[src/rtl/rv32_alu_arbiter_if.sv]
// Requester, response and ALU-side signals of rv32_alu_arbiter.
// The slave view belongs to the arbiter; the master view belongs to the requesters and the ALU.
interface rv32_alu_arbiter_if;
  logic [1:0]  i_req_valid;
  logic [1:0]  o_req_ready;
  logic [3:0]  i_req_sel;
  logic [63:0] i_req_op_a;
  logic [63:0] i_req_op_b;
  logic [1:0]  o_rsp_valid;
  logic [1:0]  i_rsp_ready;
  logic [31:0] o_rsp_result;
  logic        o_rsp_carry;
  logic        o_rsp_err;
  logic        o_alu_rst;
  logic        o_alu_en;
  logic [1:0]  o_alu_sel;
  logic [31:0] o_alu_operand_one;
  logic [31:0] o_alu_operand_two;
  logic        i_alu_data_valid;
  logic [31:0] i_alu_result;
  logic        i_alu_carry_out;

  modport slave (
    input  i_req_valid, i_req_sel, i_req_op_a, i_req_op_b, i_rsp_ready,
    input  i_alu_data_valid, i_alu_result, i_alu_carry_out,
    output o_req_ready, o_rsp_valid, o_rsp_result, o_rsp_carry, o_rsp_err,
    output o_alu_rst, o_alu_en, o_alu_sel, o_alu_operand_one, o_alu_operand_two
  );

  modport master (
    output i_req_valid, i_req_sel, i_req_op_a, i_req_op_b, i_rsp_ready,
    output i_alu_data_valid, i_alu_result, i_alu_carry_out,
    input  o_req_ready, o_rsp_valid, o_rsp_result, o_rsp_carry, o_rsp_err,
    input  o_alu_rst, o_alu_en, o_alu_sel, o_alu_operand_one, o_alu_operand_two
  );
endinterface

[src/rtl/rv32_alu_arbiter.sv]
// Round-robin arbiter sharing one multicycle sliced ALU between the execute stage
// (requester 0) and address generation (requester 1), with a run timeout.
module rv32_alu_arbiter #(
  parameter int unsigned TIMEOUT_CYCLES = 8
) (
  input logic               i_clk,
  input logic               i_rst,
  rv32_alu_arbiter_if.slave bus
);
  typedef enum logic [1:0] {S_IDLE, S_CLEAR, S_RUN, S_RESP} state_t;

  localparam logic [7:0] TMO_LAST = 8'(TIMEOUT_CYCLES - 1);

  state_t      state_q, state_d;
  logic        rr_ptr_q, rr_ptr_d;
  logic        owner_q, owner_d;
  logic [1:0]  sel_q, sel_d;
  logic [31:0] op_a_q, op_a_d;
  logic [31:0] op_b_q, op_b_d;
  logic [7:0]  tmo_q, tmo_d;
  logic [31:0] result_q, result_d;
  logic        carry_q, carry_d;
  logic        err_q, err_d;
  logic [1:0]  rsp_valid_q, rsp_valid_d;
  logic        alu_rst_q, alu_rst_d;
  logic        alu_en_q, alu_en_d;
  logic [1:0]  alu_sel_q, alu_sel_d;
  logic [31:0] alu_a_q, alu_a_d;
  logic [31:0] alu_b_q, alu_b_d;

  logic        grant;
  logic        drive_alu;

  // With both requesters pending the pointer decides; otherwise the lone requester wins.
  always_comb begin
    grant = (&bus.i_req_valid) ? rr_ptr_q : bus.i_req_valid[1];
    bus.o_req_ready = 2'b00;
    if (state_q == S_IDLE && |bus.i_req_valid)
      bus.o_req_ready = grant ? 2'b10 : 2'b01;
  end

  always_comb begin
    state_d  = state_q;
    rr_ptr_d = rr_ptr_q;
    owner_d  = owner_q;
    sel_d    = sel_q;
    op_a_d   = op_a_q;
    op_b_d   = op_b_q;
    tmo_d    = tmo_q;
    result_d = result_q;
    carry_d  = carry_q;
    err_d    = err_q;

    case (state_q)
      S_IDLE: begin
        if (|bus.i_req_valid) begin
          owner_d  = grant;
          rr_ptr_d = ~grant;
          sel_d    = grant ? bus.i_req_sel[3:2]    : bus.i_req_sel[1:0];
          op_a_d   = grant ? bus.i_req_op_a[63:32] : bus.i_req_op_a[31:0];
          op_b_d   = grant ? bus.i_req_op_b[63:32] : bus.i_req_op_b[31:0];
          state_d  = S_CLEAR;
        end
      end
      S_CLEAR: begin
        tmo_d   = 8'd0;
        state_d = S_RUN;
      end
      S_RUN: begin
        tmo_d = tmo_q + 8'd1;
        // A result arriving on the final allowed cycle still beats the timeout.
        if (bus.i_alu_data_valid) begin
          result_d = bus.i_alu_result;
          carry_d  = bus.i_alu_carry_out;
          err_d    = 1'b0;
          state_d  = S_RESP;
        end else if (tmo_q == TMO_LAST) begin
          result_d = 32'd0;
          carry_d  = 1'b0;
          err_d    = 1'b1;
          state_d  = S_RESP;
        end
      end
      S_RESP: begin
        if (bus.i_rsp_ready[owner_q])
          state_d = S_IDLE;
      end
      default: state_d = S_IDLE;
    endcase

    // Outputs are registered, so they are decoded from the state being entered.
    drive_alu   = (state_d == S_CLEAR) || (state_d == S_RUN);
    alu_rst_d   = (state_d == S_CLEAR);
    alu_en_d    = (state_d == S_RUN);
    alu_sel_d   = drive_alu ? sel_d  : 2'b00;
    alu_a_d     = drive_alu ? op_a_d : 32'd0;
    alu_b_d     = drive_alu ? op_b_d : 32'd0;
    rsp_valid_d = (state_d == S_RESP) ? (owner_d ? 2'b10 : 2'b01) : 2'b00;
  end

  always_ff @(posedge i_clk or posedge i_rst) begin
    if (i_rst) begin
      state_q     <= S_IDLE;
      rr_ptr_q    <= 1'b0;
      owner_q     <= 1'b0;
      sel_q       <= 2'b00;
      op_a_q      <= 32'd0;
      op_b_q      <= 32'd0;
      tmo_q       <= 8'd0;
      result_q    <= 32'd0;
      carry_q     <= 1'b0;
      err_q       <= 1'b0;
      rsp_valid_q <= 2'b00;
      alu_rst_q   <= 1'b0;
      alu_en_q    <= 1'b0;
      alu_sel_q   <= 2'b00;
      alu_a_q     <= 32'd0;
      alu_b_q     <= 32'd0;
    end else begin
      state_q     <= state_d;
      rr_ptr_q    <= rr_ptr_d;
      owner_q     <= owner_d;
      sel_q       <= sel_d;
      op_a_q      <= op_a_d;
      op_b_q      <= op_b_d;
      tmo_q       <= tmo_d;
      result_q    <= result_d;
      carry_q     <= carry_d;
      err_q       <= err_d;
      rsp_valid_q <= rsp_valid_d;
      alu_rst_q   <= alu_rst_d;
      alu_en_q    <= alu_en_d;
      alu_sel_q   <= alu_sel_d;
      alu_a_q     <= alu_a_d;
      alu_b_q     <= alu_b_d;
    end
  end

  assign bus.o_rsp_valid       = rsp_valid_q;
  assign bus.o_rsp_result      = result_q;
  assign bus.o_rsp_carry       = carry_q;
  assign bus.o_rsp_err         = err_q;
  assign bus.o_alu_rst         = alu_rst_q;
  assign bus.o_alu_en          = alu_en_q;
  assign bus.o_alu_sel         = alu_sel_q;
  assign bus.o_alu_operand_one = alu_a_q;
  assign bus.o_alu_operand_two = alu_b_q;
endmodule

[src/flat_wrapper.sv]
// flat-port wrapper written by rule: the top's interface ports become plain ports
module rv32_alu_arbiter_flat 
#(
  parameter int unsigned TIMEOUT_CYCLES = 8
)
  (i_clk, i_rst, bus_i_req_valid, bus_i_req_sel, bus_i_req_op_a, bus_i_req_op_b, bus_i_rsp_ready, bus_i_alu_data_valid, bus_i_alu_result, bus_i_alu_carry_out, bus_o_req_ready, bus_o_rsp_valid, bus_o_rsp_result, bus_o_rsp_carry, bus_o_rsp_err, bus_o_alu_rst, bus_o_alu_en, bus_o_alu_sel, bus_o_alu_operand_one, bus_o_alu_operand_two);
  rv32_alu_arbiter_if bus_i ();
  input logic i_clk;
  input logic i_rst;
  input wire logic [$bits(bus_i.i_req_valid)-1:0] bus_i_req_valid;
  input wire logic [$bits(bus_i.i_req_sel)-1:0] bus_i_req_sel;
  input wire logic [$bits(bus_i.i_req_op_a)-1:0] bus_i_req_op_a;
  input wire logic [$bits(bus_i.i_req_op_b)-1:0] bus_i_req_op_b;
  input wire logic [$bits(bus_i.i_rsp_ready)-1:0] bus_i_rsp_ready;
  input wire logic [$bits(bus_i.i_alu_data_valid)-1:0] bus_i_alu_data_valid;
  input wire logic [$bits(bus_i.i_alu_result)-1:0] bus_i_alu_result;
  input wire logic [$bits(bus_i.i_alu_carry_out)-1:0] bus_i_alu_carry_out;
  output wire logic [$bits(bus_i.o_req_ready)-1:0] bus_o_req_ready;
  output wire logic [$bits(bus_i.o_rsp_valid)-1:0] bus_o_rsp_valid;
  output wire logic [$bits(bus_i.o_rsp_result)-1:0] bus_o_rsp_result;
  output wire logic [$bits(bus_i.o_rsp_carry)-1:0] bus_o_rsp_carry;
  output wire logic [$bits(bus_i.o_rsp_err)-1:0] bus_o_rsp_err;
  output wire logic [$bits(bus_i.o_alu_rst)-1:0] bus_o_alu_rst;
  output wire logic [$bits(bus_i.o_alu_en)-1:0] bus_o_alu_en;
  output wire logic [$bits(bus_i.o_alu_sel)-1:0] bus_o_alu_sel;
  output wire logic [$bits(bus_i.o_alu_operand_one)-1:0] bus_o_alu_operand_one;
  output wire logic [$bits(bus_i.o_alu_operand_two)-1:0] bus_o_alu_operand_two;
  assign bus_i.i_req_valid = bus_i_req_valid;
  assign bus_i.i_req_sel = bus_i_req_sel;
  assign bus_i.i_req_op_a = bus_i_req_op_a;
  assign bus_i.i_req_op_b = bus_i_req_op_b;
  assign bus_i.i_rsp_ready = bus_i_rsp_ready;
  assign bus_i.i_alu_data_valid = bus_i_alu_data_valid;
  assign bus_i.i_alu_result = bus_i_alu_result;
  assign bus_i.i_alu_carry_out = bus_i_alu_carry_out;
  assign bus_o_req_ready = bus_i.o_req_ready;
  assign bus_o_rsp_valid = bus_i.o_rsp_valid;
  assign bus_o_rsp_result = bus_i.o_rsp_result;
  assign bus_o_rsp_carry = bus_i.o_rsp_carry;
  assign bus_o_rsp_err = bus_i.o_rsp_err;
  assign bus_o_alu_rst = bus_i.o_alu_rst;
  assign bus_o_alu_en = bus_i.o_alu_en;
  assign bus_o_alu_sel = bus_i.o_alu_sel;
  assign bus_o_alu_operand_one = bus_i.o_alu_operand_one;
  assign bus_o_alu_operand_two = bus_i.o_alu_operand_two;
  rv32_alu_arbiter #(.TIMEOUT_CYCLES(TIMEOUT_CYCLES)) u_core (.i_clk(i_clk), .i_rst(i_rst), .bus(bus_i));
endmodule
[config.mk]
export PLATFORM = sky130hd
export DESIGN_NAME = rv32_alu_arbiter_flat
export DESIGN_NICKNAME = d
export VERILOG_FILES = /design/src/rtl/rv32_alu_arbiter_if.sv /design/src/rtl/rv32_alu_arbiter.sv /design/src/flat_wrapper.sv
export SDC_FILE = /design/constraint.sdc
export NUM_CORES = 1
export LEC_CHECK = 0
export ABC_CLOCK_PERIOD_IN_PS = 14500
export BUFFER_PORTS_ARGS = -buffer_cell sky130_fd_sc_hd__clkbuf_2
export CORE_MARGIN = 4
export CORE_UTILIZATION = 54
export CTS_CLUSTER_DIAMETER = 60
export DETAILED_ROUTE_END_ITERATION = 7
export PLACE_DENSITY = 0.95
export SYNTH_ARGS = -nofsm -noshare
export SYNTH_HDL_FRONTEND = slang
export SYNTH_SLANG_ARGS = --single-unit
[constraint.sdc]
create_clock -name i_clk -period 14.5 [get_ports i_clk]
set_input_delay 2.9 -clock i_clk [delete_from_list [all_inputs] [get_ports i_clk]]
set_output_delay 2.9 -clock i_clk [all_outputs]
set_load 0.005 [all_outputs]
# Yosys cells after proc, flatten, opt, wreduce, memory -nomap -nowiden

Cells that the tools add are included.

Flip-flop bits (word level): 182
Bits of input ports: 172
Output and inout bits: 106

Equality and inequality tests: 7
Bitwise operators: 1
Muxes and demuxes: 33
Order comparisons: 1
$add $sub $neg: 1
Reduce and logical (&&, ||, !) cells: 9

Operators with widths:

| operator                                                    | number |
|---|---|
| two-way mux 32 bit                                          | 10 |
| two-way mux 2 bit                                           | 12 |
| one-hot mux 8 bit (2 select lines)                          | 1 |
| two-way mux 1 bit                                           | 9 |
| adder 8 x 1 -> 8 bit (second input constant)                | 1 |
| equality test 2 bit (second input constant)                 | 4 |
| equality test 8 x 3 -> 1 bit (second input constant)        | 1 |
| one-hot mux 2 bit (4 select lines)                          | 1 |
| AND reduction 2 bit                                         | 3 |
| equality test 2 x 1 -> 1 bit (second input constant)        | 2 |
| nonzero test 2 bit                                          | 2 |
| logical NOT 2 bit                                           | 1 |
| less-than comparator 1 x 2 -> 1 bit (second input constant) | 1 |
| OR reduction 2 bit                                          | 1 |
| logical AND 1 bit                                           | 1 |
| logical OR 1 bit                                            | 1 |
| NOT 1 bit                                                   | 1 |

# Longest topological paths before layout

Gate-level depths: netlist of the first run.

Depth in word-level cells: 7
Gate-level depth with buffers: 12

# Worst setup path before layout of the first run

OpenSTA, ideal clock, no wires.

Path type: in2out
Start point: input port bus_i_req_valid[1]
End point: output port bus_o_req_ready[1]
Data arrival time: 3.614 ns
Required time: 11.600 ns
Path slack: 7.986 ns
Path buffers: 3
Cell stages on the path: 5
Path through: buf_2 > inv_2 > buf_4 > buf_2 > nor3_2

Word-level cells in the longest chain between the ends: 4
Elaborated cells on any way between the ends: 6
Those cells by class: mux: 3; reduce/logical: 3

Ends and longest elaborated chain:

| element               | RTL line               | RTL |
|---|---|---|
| from (decl)           | flat_wrapper.sv:10     | `input wire logic [$bits(bus_i.i_req_valid)-1:0] bus_i_req_valid;` |
| AND reduction 2 bit   | rv32_alu_arbiter.sv:36 | `grant = (&bus.i_req_valid) ? rr_ptr_q : bus.i_req_valid[1];` |
| two-way mux 1 bit     | rv32_alu_arbiter.sv:36 |  |
| two-way mux 2 bit     | rv32_alu_arbiter.sv:39 | `bus.o_req_ready = grant ? 2'b10 : 2'b01;` |
| two-way mux 2 bit (*) | rv32_alu_arbiter.sv:38 | `if (state_q == S_IDLE && \|bus.i_req_valid)` |
| to (decl)             | flat_wrapper.sv:18     | `output wire logic [$bits(bus_i.o_req_ready)-1:0] bus_o_req_ready;` |

Mark *: on every way between the ends. The rest lies on a longest branch, timed or not.

# Worst setup path after layout of the first run

Start point: input port bus_i_req_valid[1]
End point: output port bus_o_req_ready[0]

The elaborated chain is that of the path after synthesis.

==> impl_metrics.ini, run 1 <==
[route]
num_vias = 7647
dr.pass1.iters = 6
postRouteAntennaNets = 0
drc = 0
routed_wl_um = 23100
initialDrtViolationCount = 645
wire_per_inst_um = 18.3
viasPerCell = 6.07

[sta]
slew_viol_final = 0
setup_viol = 0
slew_headroom_pct = 25.1
hold_viol = 0
fmax_ghz = 0.141
tns_ps = 0
fin_skew_ps = 7.45
hold_slack_ps = 522
worstMarginPinSlew_ps = 1120
min_period_over_period_pct = 49.0
worst_slack_ps = 7390
min_period_ps = 7110
rsz0062_at_grt = false

[yosys]
postSynthCellCount = 844
synthArstFlopShare_pct = 100
syn_area_um2 = 8180
synth_seq_cells = 182
synth_top_area_share_pct = 55.7
synth.distinct_cells = 44
synth_edf_count = 0
ys_seq_area_share_pct = 55.7
syn_area_per_cell_um2 = 9.69
synth.most_common_cell = dfrtp_1
ys_warn_count = 0
synth_top_area_cell = dfrtp_1
ys_top_cells_by_count = 182 x dfrtp_1, 158 x o21ai_0, 132 x a31oi_1, 74 x nand2_1, 72 x nor2_1
ys.flop_type = dfrtp_1
syn_nets = 1025
synth_area_leaders = dfrtp_1 56%, a31oi_1 10%, o21ai_0 9.7%

[power_and_ir_drop]
powerDensity_nw_per_um2 = 235
power.leakage_nw = 4.61
switching_share_pct = 40.4
p_sw_w = 0.000954
power_frac_comb_pct = 43.9
clkPwrFrac_pct = 19.5
irDropWorstVdd_mv = 0.181
pwr-share-seq_pct = 36.5
p_int_w = 0.00141

[layout]
fin_nets = 1244
finalInstanceArea_um2 = 10000
insertedDiodeCount = 0
regArea_um2 = 4560
stdcell_count = 1260
drive_gt1_share_pct = 30.4
multi_input_area_um2 = 3170
fillCellCount = 1082
area_growth_pct = 22.8

[worst_setup_path]
critical_path_class = input pin to output pin
slowest_delay_ps = 790
critPathSlowestCell = inv_2
end_kind = output pin
required_ps = 11600
cp_data_arrival_time_ps = 4210
start_kind = input pin
crit_path_max_fanout = 69
crit_chain = clkbuf_2 -> inv_2 -> nor2_1 -> nor2_1 -> clkbuf_2

[clock_network]
hold_buffers = 0
root_buffer = clkbuf_16
cts.sinks = 182
ctsHtreeMaxLevel = 4
clk_pin_slew_worst_paths_ps = 70
clock_path_buffers = 2
post_cts_buffers = 0
cts_resized = 0
numCtsBuffers = 17
clkLatencyLatePin_ps = 430
cts_tree = yes

[grt]
grt_pass1_wl_um = 35500
grt_max_degree = 113
grt_overflow_total = 0
grt.busiest_layer = met2
use_met1_pct = 32.8
grt_pass1_vias = 7249
grt_usage_pct = 26.6
met2_usage_pct = 44.1
antenna_found_initial = 1
use_met3_pct = 7.46

[placed_design]
portBuffers = 277
placed_cells = 1228
dp_hpwl_um = 14800
dp_slack_ps = 7410
placed_area_um2 = 9450
place_congestion = 0.845

[floorplanning]
row_count = 44
die-area_um2 = 17200
start_util_pct = 55.6
io_pins = 278
dieWidth_um = 131
die_y_um = 131
core_area_um2 = 14700

[min_path]
hp-class = flop to flop

[run]
drv_cap = 0

[status]
status = completed
[routing by layer]
| metal | vias to the layer above | wire length, µm |
|---|---|---|
| met1 | 3585 | 8810 |
| met4 | 2 | 613 |
| met2 | 454 | 11400 |
| met3 | 52 | 2310 |
| met5 | - | 13 |
| li1 | 3554 | - |
[power groups by stage]
stage	clock, W	sequential [W]	combinational, W
2_1_floorplan	0	0.000860	0.000691
3_3_place_gp	0	0.000857	0.000976
3_5_place_dp	0	0.000865	0.00102
4_1_cts	0.000467	0.000860	0.00103
5_1_grt	0.000489	0.000885	0.00116
6_report	0.000462	0.000863	0.00104
[final cells by class]
class | instances | area share [%]
sequential | 182 | 45.4
multi-input combinational | 566 | 31.6
timing repair buffer | 286 | 14.5
clock buffer | 18 | 4.37
tap | 184 | 2.29
clock inverter | 14 | 1.49
inverter | 10 | 0.424
[cell families after synthesis]
group                    share of synthesized area (%)
flip-flops                                        55.7
AND/OR/NAND/NOR                                   8.81
buffers and inverters                             5.63
AO/OA/AOI/OAI                                     28.0
multiplexers                                     0.490
adder cells (fa/ha/maj)                           1.38
[metrics by stage]
stage,util (%),total power [W]
2_1_floorplan,-,0.00155
3_3_place_gp,64.3,0.00183
3_5_place_dp,64.3,0.00189
4_1_cts,68.3,0.00236
5_1_grt,68.3,0.00253
6_report,68.3,0.00236
[final timing paths]
kind,startpoint,to,slack (ps),cells after the start
max in group asynchronous,i_rst,u_core.bus.o_alu_operand_two[27],10350,3
setup / recovery,bus_i_req_valid[1],bus_o_req_ready[0],7390,5
min in group asynchronous,i_rst,u_core.bus.o_rsp_result[6],2640,2
hold reg to reg,u_core.bus.o_rsp_result[1],u_core.bus.o_rsp_result[1],520,2
setup reg to reg,u_core.state_q[0],u_core.bus.o_alu_operand_one[12],10770,9
hold / removal,u_core.bus.o_rsp_result[1],u_core.bus.o_rsp_result[1],520,2
[registers in the layout, indices dropped and copies added, names as in the netlist, 2 cells and up]
signal / flops
u_core.bus.o_alu_operand_one: 32
u_core.bus.o_alu_operand_two: 32
u_core.bus.o_alu_sel: 2
u_core.bus.o_rsp_result: 32
u_core.bus.o_rsp_valid: 2
u_core.op_a_q: 32
u_core.op_b_q: 32
u_core.sel_q: 2
u_core.state_q: 2
u_core.tmo_q: 8
[critical path: cells and delay by family]
| kind | cells | cell delay [ps] |
|---|---|---|
| buffers and inverters | 3 | 1040 |
| and+or+nand+nor | 2 | 240 |
[cell usage in the layout, fill, tap and decap left out, drive strengths merged, types with 7 or more instances in the layout]
cell type / count
o21ai: 169
a31oi: 132
inv: 13
clkinv: 7
buf: 9
o211ai: 67
ha: 9
nand2: 74
dfrtp: 182
clkbuf: 295
nor2: 72
(Power assumes the default switching activity.)
==> inputs of run 2 (changes only) <==
--- a/config.mk
+++ b/config.mk
@@ -5,13 +5,14 @@
 export SDC_FILE = /design/constraint.sdc
 export NUM_CORES = 1
 export LEC_CHECK = 0
-export ABC_CLOCK_PERIOD_IN_PS = 14500
+export ABC_AREA = 1
+export ABC_CLOCK_PERIOD_IN_PS = 6500
 export BUFFER_PORTS_ARGS = -buffer_cell sky130_fd_sc_hd__clkbuf_2
 export CORE_MARGIN = 4
-export CORE_UTILIZATION = 54
+export CORE_UTILIZATION = 45
 export CTS_CLUSTER_DIAMETER = 60
 export DETAILED_ROUTE_END_ITERATION = 7
-export PLACE_DENSITY = 0.95
+export PLACE_DENSITY = 0.86
 export SYNTH_ARGS = -nofsm -noshare
 export SYNTH_HDL_FRONTEND = slang
 export SYNTH_SLANG_ARGS = --single-unit
==> constraint.sdc (replaced) <==
create_clock -name i_clk -period 6.5 [get_ports i_clk]
set_input_delay 1.3 -clock i_clk [delete_from_list [all_inputs] [get_ports i_clk]]
set_output_delay 1.3 -clock i_clk [all_outputs]
set_load 0.005 [all_outputs]
==> impl_metrics.ini, run 2 <==
[status]
status = completed

[grt]
grt_overflow_total = 0
grt_max_degree = 67
grt_pass1_vias = 6828
grt_usage_pct = 20.3
antenna_found_initial = 0
grt_pass1_wl_um = 32300

[worst_setup_path]
start_kind = input pin
crit_family = simple AND/OR/NAND/NOR gates
cp_data_arrival_time_ps = 2460
end_kind = output pin
crit_chain = clkbuf_2 -> nor2_2 -> nor2_4 -> nand2_1 -> inv_1 -> clkbuf_2
crit_path_frequent_cell = clkbuf_2
critPathSlowestCell = nor2_4
required_ps = 5200
critical_path_class = input pin to output pin
cp_num_buf_inv = 3
slowest_delay_ps = 630
crit_path_max_fanout = 28

[placed_design]
dp_slack_ps = 2590
portBuffers = 277
placed_area_um2 = 9300
dp_hpwl_um = 14200
place_congestion = 0.834

[layout]
finalInstanceArea_um2 = 9880
final_common_cell = nand2_1
area_growth_pct = 26.5
layout_common_cells = 388 x nand2_1, 277 x clkbuf_2, 182 x dfrtp_1
fin_nets = 1394
insertedDiodeCount = 0
drive_gt1_share_pct = 26.3

[yosys]
postSynthCellCount = 952
synth_top_family_by_area = simple AND/OR/NAND/NOR gates
synth_xor_area_share_pct = 0
synth_area_leaders = dfrtp_1 58%, nand2_1 19%, inv_1 7.4%
synth_top_area_cell = dfrtp_1
ys_top_cells_by_count = 388 x nand2_1, 182 x dfrtp_1, 153 x inv_1, 74 x nand3_1, 71 x a21oi_1
synth-simple-area-share_pct = 24.8
ys_seq_area_share_pct = 58.3
synthAdderAreaFrac_pct = 1.44
synth.distinct_cells = 24
synth_edf_count = 0
synth_seq_cells = 182
ys_warn_count = 0
synth_compound_area_share_pct = 5.06
synthArstFlopShare_pct = 100
ys.flop_type = dfrtp_1
syn_nets = 1133
synth.most_common_cell = nand2_1
syn_area_um2 = 7810
synth_top_area_share_pct = 58.3
muxShareOfSynthArea_pct = 0
syn_area_per_cell_um2 = 8.21

[sta]
worstMarginPinSlew_ps = 1180
min_period_ps = 3760
hold_slack_ps = 475
fmax_ghz = 0.266
slew_viol_final = 0
min_period_over_period_pct = 57.8
worst_slack_ps = 2740
setup_viol = 0
slew_headroom_pct = 20.9
rsz0062_at_grt = false
fin_skew_ps = 7.21
tns_ps = 0
hold_viol = 0

[min_path]
hp-class = flop to flop

[power_and_ir_drop]
irDropWorstVdd_mv = 0.270
powerDensity_nw_per_um2 = 461
power.leakage_nw = 6.01

[floorplanning]
die-area_um2 = 19500
dieWidth_um = 140
row_count = 47
io_pins = 278
die_y_um = 140
start_util_pct = 46.4
core_area_um2 = 16800

[route]
dr.pass1.iters = 4
viasPerCell = 4.70
routed_wl_um = 19700
num_vias = 6792
drc = 0
initialDrtViolationCount = 322
wire_per_inst_um = 13.6
postRouteAntennaNets = 0

[run]
drv_cap = 0

[clock_network]
clkLatencyLatePin_ps = 420
clk_pin_slew_worst_paths_ps = 60
root_buffer = clkbuf_16
post_cts_buffers = 0
numCtsBuffers = 17
cts_tree = yes
ctsHtreeMaxLevel = 4
cts.sinks = 182
cts_resized = 0
clock_path_buffers = 2
hold_buffers = 0
## run 2: worst register-to-register path: cells and delay by family, from the launching register on
family,cells,cell delay [ps]
flip-flops,1,410
AO/OA/AOI/OAI,1,100
adder cells (fa/ha/maj),2,620
AND/OR/NAND/NOR,6,650
buffers and inverters,3,1140
## run 2: metal layers
layer  GRT usage, %  routed length, µm
met5              0                  0
met4           8.16                531
met3           4.46               1420
met2           34.1               9450
met1           25.5               8300
## run 2: path summary, 6_finish.rpt
check / startpoint / to / slack (ps) / depth (start not counted)
min reg2reg: u_core.op_a_q[9] / u_core.op_a_q[9] / 470 / 2
max in group asynchronous: i_rst / u_core.bus.o_alu_operand_one[28] / 4370 / 3
min: u_core.op_a_q[9] / u_core.op_a_q[9] / 470 / 2
min in group asynchronous: i_rst / u_core.bus.o_alu_operand_one[2] / 930 / 2
max reg2reg: u_core.state_q[0] / u_core.bus.o_alu_operand_two[20] / 3440 / 12
max: bus_i_req_valid[1] / bus_o_req_ready[0] / 2740 / 6
## run 2: cell type report
cell class / count / area (µm²)
Clock buffer: 20 / 467
Tap cell: 220 / 275
Timing Repair Buffer: 283 / 1430
Fill cell: 1448 / 6940
Clock inverter: 12 / 118
Multi-Input combinational cell: 573 / 2450
Inverter: 156 / 591
Sequential cell: 182 / 4550
## run 2: cell families after synthesis
| group | count (synthesis) |
|---|---|
| flip-flops | 182 |
| adder cells (fa/ha/maj) | 9 |
| buffers and inverters | 197 |
| AO/OA/AOI/OAI | 78 |
| AND/OR/NAND/NOR | 486 |
## run 2: metrics by stage
step                      util, %  std cells  total power [W]
final                        58.8       1446          0.00456
after global routing         58.8       1446          0.00493
after CTS                    58.8       1446          0.00461
after detailed placement     55.3       1414          0.00360
after global placement       55.3       1414          0.00350
after floorplan                 -        952          0.00293
## run 2: where the power goes
group	switching (W)	internal, W	leakage (nW)
sequential	0.000177	0.00163	2.31
combinational	0.00116	0.000589	3.42
clock	0.000438	0.000564	0.281
==> inputs of run 3 (changes only) <==
--- a/config.mk
+++ b/config.mk
@@ -6,7 +6,7 @@
 export NUM_CORES = 1
 export LEC_CHECK = 0
 export ABC_AREA = 1
-export ABC_CLOCK_PERIOD_IN_PS = 6500
+export ABC_CLOCK_PERIOD_IN_PS = 3050
 export BUFFER_PORTS_ARGS = -buffer_cell sky130_fd_sc_hd__clkbuf_2
 export CORE_MARGIN = 4
 export CORE_UTILIZATION = 45
==> constraint.sdc (replaced) <==
create_clock -name i_clk -period 3.05 [get_ports i_clk]
set_input_delay 0.61 -clock i_clk [delete_from_list [all_inputs] [get_ports i_clk]]
set_output_delay 0.61 -clock i_clk [all_outputs]
set_load 0.005 [all_outputs]
==> impl_metrics.ini, run 3 (same netlist as run 2, synthesis figures left out) <==
[sta]
fmax_ghz = 0.414
min_period_ps = 2420
fin_skew_ps = 11.3
worst_slack_ps = 634
hold_viol = 0
slew_headroom_pct = 40.5
tns_ps = 0
rsz0062_at_grt = false
min_period_over_period_pct = 79.2
setup_viol = 0
slew_viol_final = 0
worstMarginPinSlew_ps = 891

[clock_network]
root_buffer = clkbuf_16
cts_tree = yes
clock_path_buffers = 2
cts.sinks = 182
clk_pin_slew_worst_paths_ps = 70
clkLatencyLatePin_ps = 430
cts_resized = 0
numCtsBuffers = 17
ctsHtreeMaxLevel = 4
hold_buffers = 0
post_cts_buffers = 0

[floorplanning]
row_count = 47
io_pins = 278
die-area_um2 = 19500
core_area_um2 = 16800
dieWidth_um = 140
start_util_pct = 46.4
die_y_um = 140

[layout]
multi_input_area_um2 = 2450
drive_gt1_share_pct = 26.7
layout_common_cells = 388 x nand2_1, 277 x clkbuf_2, 182 x dfrtp_1
final_common_cell = nand2_1
stdcell_count = 1455
regArea_um2 = 4550
finish.utilization_pct = 59.5
fillCellCount = 1466
fin_nets = 1403
area_growth_pct = 28.0

[route]
num_vias = 6796
dr.pass1.iters = 5
postRouteAntennaNets = 0
drc = 0
routed_wl_um = 19400
initialDrtViolationCount = 232
wire_per_inst_um = 13.3
viasPerCell = 4.67

[grt]
grt_usage_pct = 19.8
antenna_found_initial = 1
grt.busiest_layer = met2
grt_max_degree = 55
use_met3_pct = 4.97
use_met1_pct = 23.9
grt_pass1_wl_um = 31100
grt_pass1_vias = 6549
grt_overflow_total = 0
met2_usage_pct = 34.4

[placed_design]
dp_slack_ps = 662
dp_hpwl_um = 14500
placed_cells = 1423
place_congestion = 0.859
portBuffers = 277

[worst_setup_path]
required_ps = 3330
cp_data_arrival_time_ps = 2690
critical_path_class = flop to flop
start_kind = flop
end_kind = flop
crit_path_max_fanout = 39

[power_and_ir_drop]
power.leakage_nw = 6.06
powerDensity_nw_per_um2 = 972
irDropWorstVdd_mv = 0.798

[status]
status = completed

[run]
drv_cap = 0

[min_path]
hp-class = input pin to async pin
run 3: metal layers:
layer / up-vias / routed length (µm) / part of all wire, %
li1: 3387 / - / -
met1: 3123 / 7860 / 41
met2: 259 / 9700 / 50
met3: 27 / 1420 / 7.3
met4: 0 / 383 / 2.0
met5: - / 0 / 0
run 3: final timing paths:
check                      cells past startpoint  slack (ps)                                to                         from
hold reg to reg                                2         470       u_core.bus.o_rsp_result[14]  u_core.bus.o_rsp_result[14]
setup / recovery                              12         630  u_core.bus.o_alu_operand_one[12]            u_core.state_q[0]
hold / removal                                 2         330  u_core.bus.o_alu_operand_one[20]                        i_rst
setup reg to reg                              12         630  u_core.bus.o_alu_operand_one[12]            u_core.state_q[0]
max in group asynchronous                      3        2010   u_core.bus.o_alu_operand_two[0]                        i_rst
min in group i_clk                             3         390        u_core.bus.o_rsp_result[1]          bus_i_alu_result[1]
run 3: area by class of cell:
class                           count  area share (%)
Sequential cell                   182            45.5
Clock inverter                     11            1.15
Timing Repair Buffer              292            15.6
Antenna cell                        1          0.0250
Multi-Input combinational cell    573            24.5
Tap cell                          220            2.75
Inverter                          156            5.89
Clock buffer                       20            4.57
run 3: worst max-delay path, stage by stage, from the launching register on:
cell     delay (ps)
dfrtp_1         410
inv_1           150
ha_1            310
nand2_1          80
nor2_1          100
nand2_1          70
nand3_1          90
nor2_1           50
nor2_1          180
ha_1            280
inv_2            60
buf_4           370
a21oi_1          90
run 3: report_power, final:
group          internal (W)  leakage (nW)  switching, W
clock network       0.00118         0.268      0.000930
logic               0.00133          3.49       0.00244
registers           0.00347          2.31      0.000377
total               0.00598          6.06       0.00374
run 3: per-stage QoR:
step	power, W	hold WS (ps)	instance area, µm²
5_1_grt	0.0105	370	10000
4_1_cts	0.00985	336	10000
6_report	0.00972	328	10000
3_5_place_dp	0.00771	457	9430
3_3_place_gp	0.00748	452	9430
2_1_floorplan	0.00625	444	7820
